<file path="src/rtl/instr_fetch_sequencer.sv">
`timescale 1ns/1ps
// Program RAM plus fetch/issue sequencer feeding a multicycle core.
// Handshake: Run launches one instruction for one cycle; the core answers with Done, sampled only in WAIT.
module instr_fetch_sequencer #(
    parameter int ADDR_W  = 5,
    parameter int DATA_W  = 16,
    parameter int TIMEOUT = 8
) (
    input  logic              Clock,
    input  logic              Reset,
    input  logic              LoadEn,
    input  logic [ADDR_W-1:0] LoadAddr,
    input  logic [DATA_W-1:0] LoadData,
    input  logic [ADDR_W:0]   ProgLen,
    input  logic              Start,
    input  logic              Done,
    output logic [DATA_W-1:0] DIN,
    output logic              Run,
    output logic [ADDR_W:0]   PC,
    output logic              Busy,
    output logic              Finished,
    output logic              Fault,
    output logic [2:0]        fsm_state
);

    localparam logic [2:0] S_IDLE  = 3'd0;
    localparam logic [2:0] S_FETCH = 3'd1;
    localparam logic [2:0] S_ISSUE = 3'd2;
    localparam logic [2:0] S_WAIT  = 3'd3;
    localparam logic [2:0] S_FIN   = 3'd4;

    localparam int WD_W = $clog2(TIMEOUT + 1);
    localparam logic [WD_W-1:0] WD_LAST = WD_W'(TIMEOUT - 1);

    logic [DATA_W-1:0] mem [2**ADDR_W];
    logic [2:0]        state;
    logic [ADDR_W:0]   len_q;
    logic [WD_W-1:0]   wd;
    logic [ADDR_W:0]   pc_next;

    assign pc_next = PC + 1'b1;

    // Program RAM is writable only while idle; contents survive reset.
    always_ff @(posedge Clock) begin
        if (LoadEn && state == S_IDLE) begin
            mem[LoadAddr] <= LoadData;
        end
    end

    always_ff @(posedge Clock) begin
        if (Reset) begin
            state <= S_IDLE;
            PC    <= '0;
            DIN   <= '0;
            Fault <= 1'b0;
            wd    <= '0;
            len_q <= '0;
        end else begin
            case (state)
                S_IDLE: begin
                    if (Start) begin
                        if (ProgLen == '0) begin
                            state <= S_FIN;
                        end else begin
                            len_q <= ProgLen;
                            PC    <= '0;
                            Fault <= 1'b0;
                            state <= S_FETCH;
                        end
                    end
                end
                S_FETCH: begin
                    // Synchronous read: the word lands on DIN as ISSUE begins.
                    DIN   <= mem[PC[ADDR_W-1:0]];
                    state <= S_ISSUE;
                end
                S_ISSUE: begin
                    wd    <= '0;
                    state <= S_WAIT;
                end
                S_WAIT: begin
                    if (Done) begin
                        if (pc_next == len_q) begin
                            state <= S_FIN;
                        end else begin
                            PC    <= pc_next;
                            state <= S_FETCH;
                        end
                    end else if (wd == WD_LAST) begin
                        Fault <= 1'b1;
                        state <= S_IDLE;
                    end else begin
                        wd <= wd + 1'b1;
                    end
                end
                S_FIN: begin
                    state <= S_IDLE;
                end
                default: begin
                    state <= S_IDLE;
                end
            endcase
        end
    end

    assign Run       = (state == S_ISSUE);
    assign Busy      = (state != S_IDLE);
    assign Finished  = (state == S_FIN);
    assign fsm_state = state;

endmodule
</file>
<file path="config.mk">
export PLATFORM = sky130hd
export DESIGN_NAME = instr_fetch_sequencer
export DESIGN_NICKNAME = d
export VERILOG_FILES = /design/src/rtl/instr_fetch_sequencer.sv
export SDC_FILE = /design/constraint.sdc
export NUM_CORES = 1
export LEC_CHECK = 0
export BUFFER_PORTS_ARGS = -buffer_cell sky130_fd_sc_hd__buf_2
export CORE_ASPECT_RATIO = 1.75
export CORE_MARGIN = 8
export CORE_UTILIZATION = 55
export DETAILED_ROUTE_END_ITERATION = 16
export GPL_TIMING_DRIVEN = 0
export HOLD_SLACK_MARGIN = 0.08
export PLACE_DENSITY = 0.68
export SETUP_SLACK_MARGIN = 0.4
export SYNTH_ARGS = -nofsm -noshare
export SYNTH_HDL_FRONTEND = slang
export SYNTH_SLANG_ARGS = --single-unit
</file>
<file path="constraint.sdc">
create_clock -name Clock -period 2.8 [get_ports Clock]
set_input_delay 0.28 -clock Clock [delete_from_list [all_inputs] [get_ports Clock]]
set_output_delay 0.28 -clock Clock [all_outputs]
set_load 0.01 [all_outputs]
</file>
* After elaboration in Yosys (flattened, before gate mapping) *
Memory sizes are Yosys's and may differ from the RTL's. A register that Yosys moved wholly into a read port is not among the register bits.
Cells that the tools add are included.

storage, ports and cells
  flip-flop bits (word level) = 20
  bits in writable memories = 512
  memories kept = 1

cells by class
  add/subtract/negate cells = 2
  equality and inequality tests = 14
  multiplexer cells = 21
  bitwise operators = 1
  reduce and logical (&&, ||, !) cells = 11

memory list
  name  words  width  read ports  clocked after memory_dff  write ports  line  source
  mem   32     16     1           1                         1            35    logic [DATA_W-1:0] mem [2**ADDR_W];

operator list
  kind                   number
  $mux W6                4
  $mux W3                5
  $ne A2 B2 Y1 const B   7
  $pmux W3 S4            1
  $pmux W6 S2            1
  $reduce_and A5 Y1      2
  $mux W4                2
  $pmux W4 S2            1
  $add A6 B1 Y6 const B  1
  $eq A3 B2 Y1 const B   2
  $eq A6 B6 Y1           1
  $logic_not A6 Y1       1
  $mux W1                6
  $reduce_and A3 Y1      2
  $add A4 B1 Y4 const B  1
  $eq A4 B3 Y1 const B   1
  $reduce_bool A2 Y1     2
  $eq A3 B1 Y1 const B   1
  $eq A3 B3 Y1 const B   1
  $logic_not A3 Y1       1
  $ne A3 B3 Y1 const B   1
  $reduce_bool A3 Y1     1
  $pmux W1 S2            1
  $reduce_and A2 Y1      1
  2 further kinds        2

* Depth between registers and ports, before layout *
  depth after elaboration = 5
  depth in mapped cells = 9

* Worst setup path after synthesis *
Ideal clock, no wire load.

  path type = flip-flop to flip-flop
  start = register state[1] (netlist: fsm_state[1])
  end = memory mem[24][0], enable pin
  data arrival time = 1958 ps
  required time = 2412 ps
  setup slack = 454 ps
  cell stages (with the launch flop) = 7
  buffers on the path = 1
  period minus slack after synthesis = 2346 ps
  path through = dfxtp_1 > clkbuf_1 > nor3_1 > nand2_1 > nor2_1 > nand3_1 > nor2_1

on the way
  cells in the longest elaborated chain, start to end = 4

ends and longest elaborated chain
  element                        line  source
  from (decl)                    36    logic [2:0] state;
  from (signal assigned)         52    state <= S_IDLE;
  from (signal assigned)         63    state <= S_FIN;
  from (signal assigned)         68    state <= S_FETCH;
  $logic_not A3 Y1               45    if (LoadEn && state == S_IDLE) begin
  $logic_and A1 B1 Y1            45
  $mux W1                        45
  $mux W1 (implied by the code)  46    mem[LoadAddr] <= LoadData;
  to (decl)                      35

No other way between the ends.

==> impl_metrics.toml <==
[cts]
cts-buffers-inserted = 45
cts_sinks = 548
clk_pin_slew_ps = 70
cts_tree = "built"
h-tree-depth = 2
clock_latency_ps = 570
clockRootBuffer = "clkbuf_16"
clockBufferDepth = 3

[pwr]
p_leak_nw = 7.97
p_per_area_mw_per_mm2 = 647
ir_drop_mv = 0.381
total_power_mw = 16.3

[sta]
slew_headroom = 0.256
setup_viol = 0
skew_ps = 15.0
worstMarginPinSlew_ps = 1120
hold_viol = 0
rsz0062_at_grt = "true"
setup_tns_ps = 0
finalCritPeriodShare = 0.868
fin_crit_ps = 2430
fmax_mhz = 411
finalMaxSlewViolations = 0

[final_layout]
instances_no_fill = 1764
fillers = 2453
utilization = 0.660
area_delta_synth_final_pct = 19.2
drive_gt1_frac = 0.331
nets = 1274

[detailed_routing]
totalWireLength_mm = 53.8
drtIter0Drc = 1348
post_drt_via_cell_ratio = 6.43
firstDrtPassIters = 5
routedWlPerCell_um = 30.5
drc_errors = 0
ant_nets = 0
routed-via-count = 11300

[setup_path]
path_max_fanout = 10
critPathLaunch = "PC[0]$_SDFFE_PP0P_"
worst_setup_path_start_kind = "flip-flop"
r2r_start = "PC[0]$_SDFFE_PP0P_"
critPathKind = "flip-flop to flip-flop"
regToRegEndpoint = "DIN[5]$_SDFFE_PP0P_"
cp.required_ps = 3250
cpMaxStageDelayCell = "mux4_2"
endpoint_kind = "flip-flop"
ff2ff_setup_slack_ps = 370
critPathMaxStageDelay_ps = 540
cp.arrival_ps = 2890
path_cells = "buf_6 > buf_12 > buf_12 > mux4_2 > a221oi_4 > buf_4 > o21ai_0 > and3_1"
crit_top_cell = "buf_12"
worstRegToRegCells = 8

[global_route]
antenna_found_initial = 1
grt_pass1_vias = 11500
track_usage = 0.242
grt_max_degree = 33
gr-total-overflow = 0
grt_first_pass_wirelength_mm = 77.3

[logic_synthesis]
synth_cells = 1080
synth_ff_type = "edfxtp_1"
ys_warn_count = 0
async_flop_share = 0
synth_seq_cells = 548
synth_edf_count = 512
syn-num-nets = 1114
postSynthAreaPerCell_um2 = 19.6
synth.distinct_cells = 50
netlist_area_mm2 = 0.0211
ys_seq_area_frac = 0.761

[run]
cap_violations = 0

[die]
design.die.area_mm2 = 0.0452
die_x_um = 164
core_mm2 = 0.0382
ioPinCount = 61
start_util = 0.554
rows = 95
chipHeight_um = 275

[placed_design]
io_buffers = 59
gp_congestion = 0.857
dp_hpwl_mm = 34.4
dp.cells = 1647

[run_status]
status = "completed"

[hold_path]
hp-start = "Done"
holdPathStages = 4
holdCritPathClass = "primary input to flip-flop"
min_to = "Fault$_SDFFE_PP0P_"
## metrics by stage
stage	worst slack [ps]	hold slack [ps]	instance area (um^2)
6_report	368	132	25200
5_1_grt	246	133	25200
4_1_cts	316	117	24900
3_5_place_dp	-631	467	22500
3_3_place_gp	-735	459	22000
2_1_floorplan	454	379	21100
## placed cells by master (no fill, tap or decap), drive strengths merged, types with 21 or more instances in the layout
cell and instances:
a221oi 32, mux4 128, buf 144, nor2 63
o21ai 23, clkinv 21, edfxtp 512, nand2 89
clkbuf 83, nand3 26, dfxtp 36
## cell usage after synthesis (16+ instances only)
master / instances / share of area
o21ai_0: 23 / 0.0054
a221oi_1: 32 / 0.013
dfxtp_1: 36 / 0.034
nand3_1: 26 / 0.0062
edfxtp_1: 512 / 0.73
and3_1: 18 / 0.0053
nor2_1: 63 / 0.011
a311oi_1: 16 / 0.0066
nand2_1: 89 / 0.016
mux4_2: 128 / 0.14
buf_2: 16 / 0.0038
clkbuf_1: 28 / 0.0050
## worst max-delay path by stage
stage               slack [ps]                    end  cells after the start
global placement          -740  mem[24][15]$_DFFE_PP_                      6
detailed placement        -630    DIN[5]$_SDFFE_PP0P_                      6
CTS                        320   DIN[10]$_SDFFE_PP0P_                      6
finish                     370    DIN[5]$_SDFFE_PP0P_                      8
floorplan                  450   mem[24][0]$_DFFE_PP_                      6
global route               250    DIN[5]$_SDFFE_PP0P_                     10
## state kept, by name, indices dropped and copies added (netlist names)
name / flops
wd: 4
Fault: 1
PC: 6
DIN: 16
len_q: 6
mem: 512
fsm_state: 3
## final cells by class
type	count	area [um^2]	share of cell area
flip-flops and latches	548	16100	0.639
multi-input cells	467	5480	0.218
plain buffers	63	435	0.0173
repair buffers	113	1070	0.0426
well taps	485	607	0.0241
inverters	2	7.51	0.000298
clock inverters	27	250	0.00993
clock buffers	57	1230	0.0490
diodes	2	5.00	0.000199
## worst max-delay path, delay by kind of cell (launching register included)
| family | cells | cell delay, ps |
|---|---|---|
| multiplexers | 1 | 540 |
| AO/OA/AOI/OAI | 2 | 430 |
| AND/OR/NAND/NOR | 1 | 200 |
| flip-flops | 1 | 380 |
| buffers and inverters | 4 | 740 |
## report_power, final
part,total (mW),switching [mW],internal [mW],leakage (nW)
Combinational,0.834,0.549,0.286,2.34
Sequential,9.07,0.0424,9.03,4.90
Clock,6.39,2.80,3.59,0.728
Total,16.3,3.39,12.9,7.97
## cells by family after synthesis
| kind of cell | count (synthesis) | share of synthesized area |
|---|---|---|
| fa+ha+maj | 2 | 0.00118 |
| buf+inv | 65 | 0.0141 |
| mux | 129 | 0.137 |
| flops | 548 | 0.761 |
| compound gates | 101 | 0.0350 |
| xor+xnor | 7 | 0.00290 |
| simple gates | 228 | 0.0486 |
## per-layer routing
metal	up-vias	GRT usage	wire length, um
met3	127	0.0354	3570
li1	4757	-	-
met4	0	0.113	2870
met1	5925	0.277	18300
met5	-	0	0
met2	531	0.438	29100
## repair_timing
action | in CTS | in global routing
endpoints found under the setup margin | 532 | 201
resized for setup | 109 | 46
pin swaps | 14 | 14
hold buffers | 6 | 0
buffers inserted | 13 | 12
endpoints found under the hold margin | 6 | 0
No activity file was read; power rests on OpenSTA's default activity.
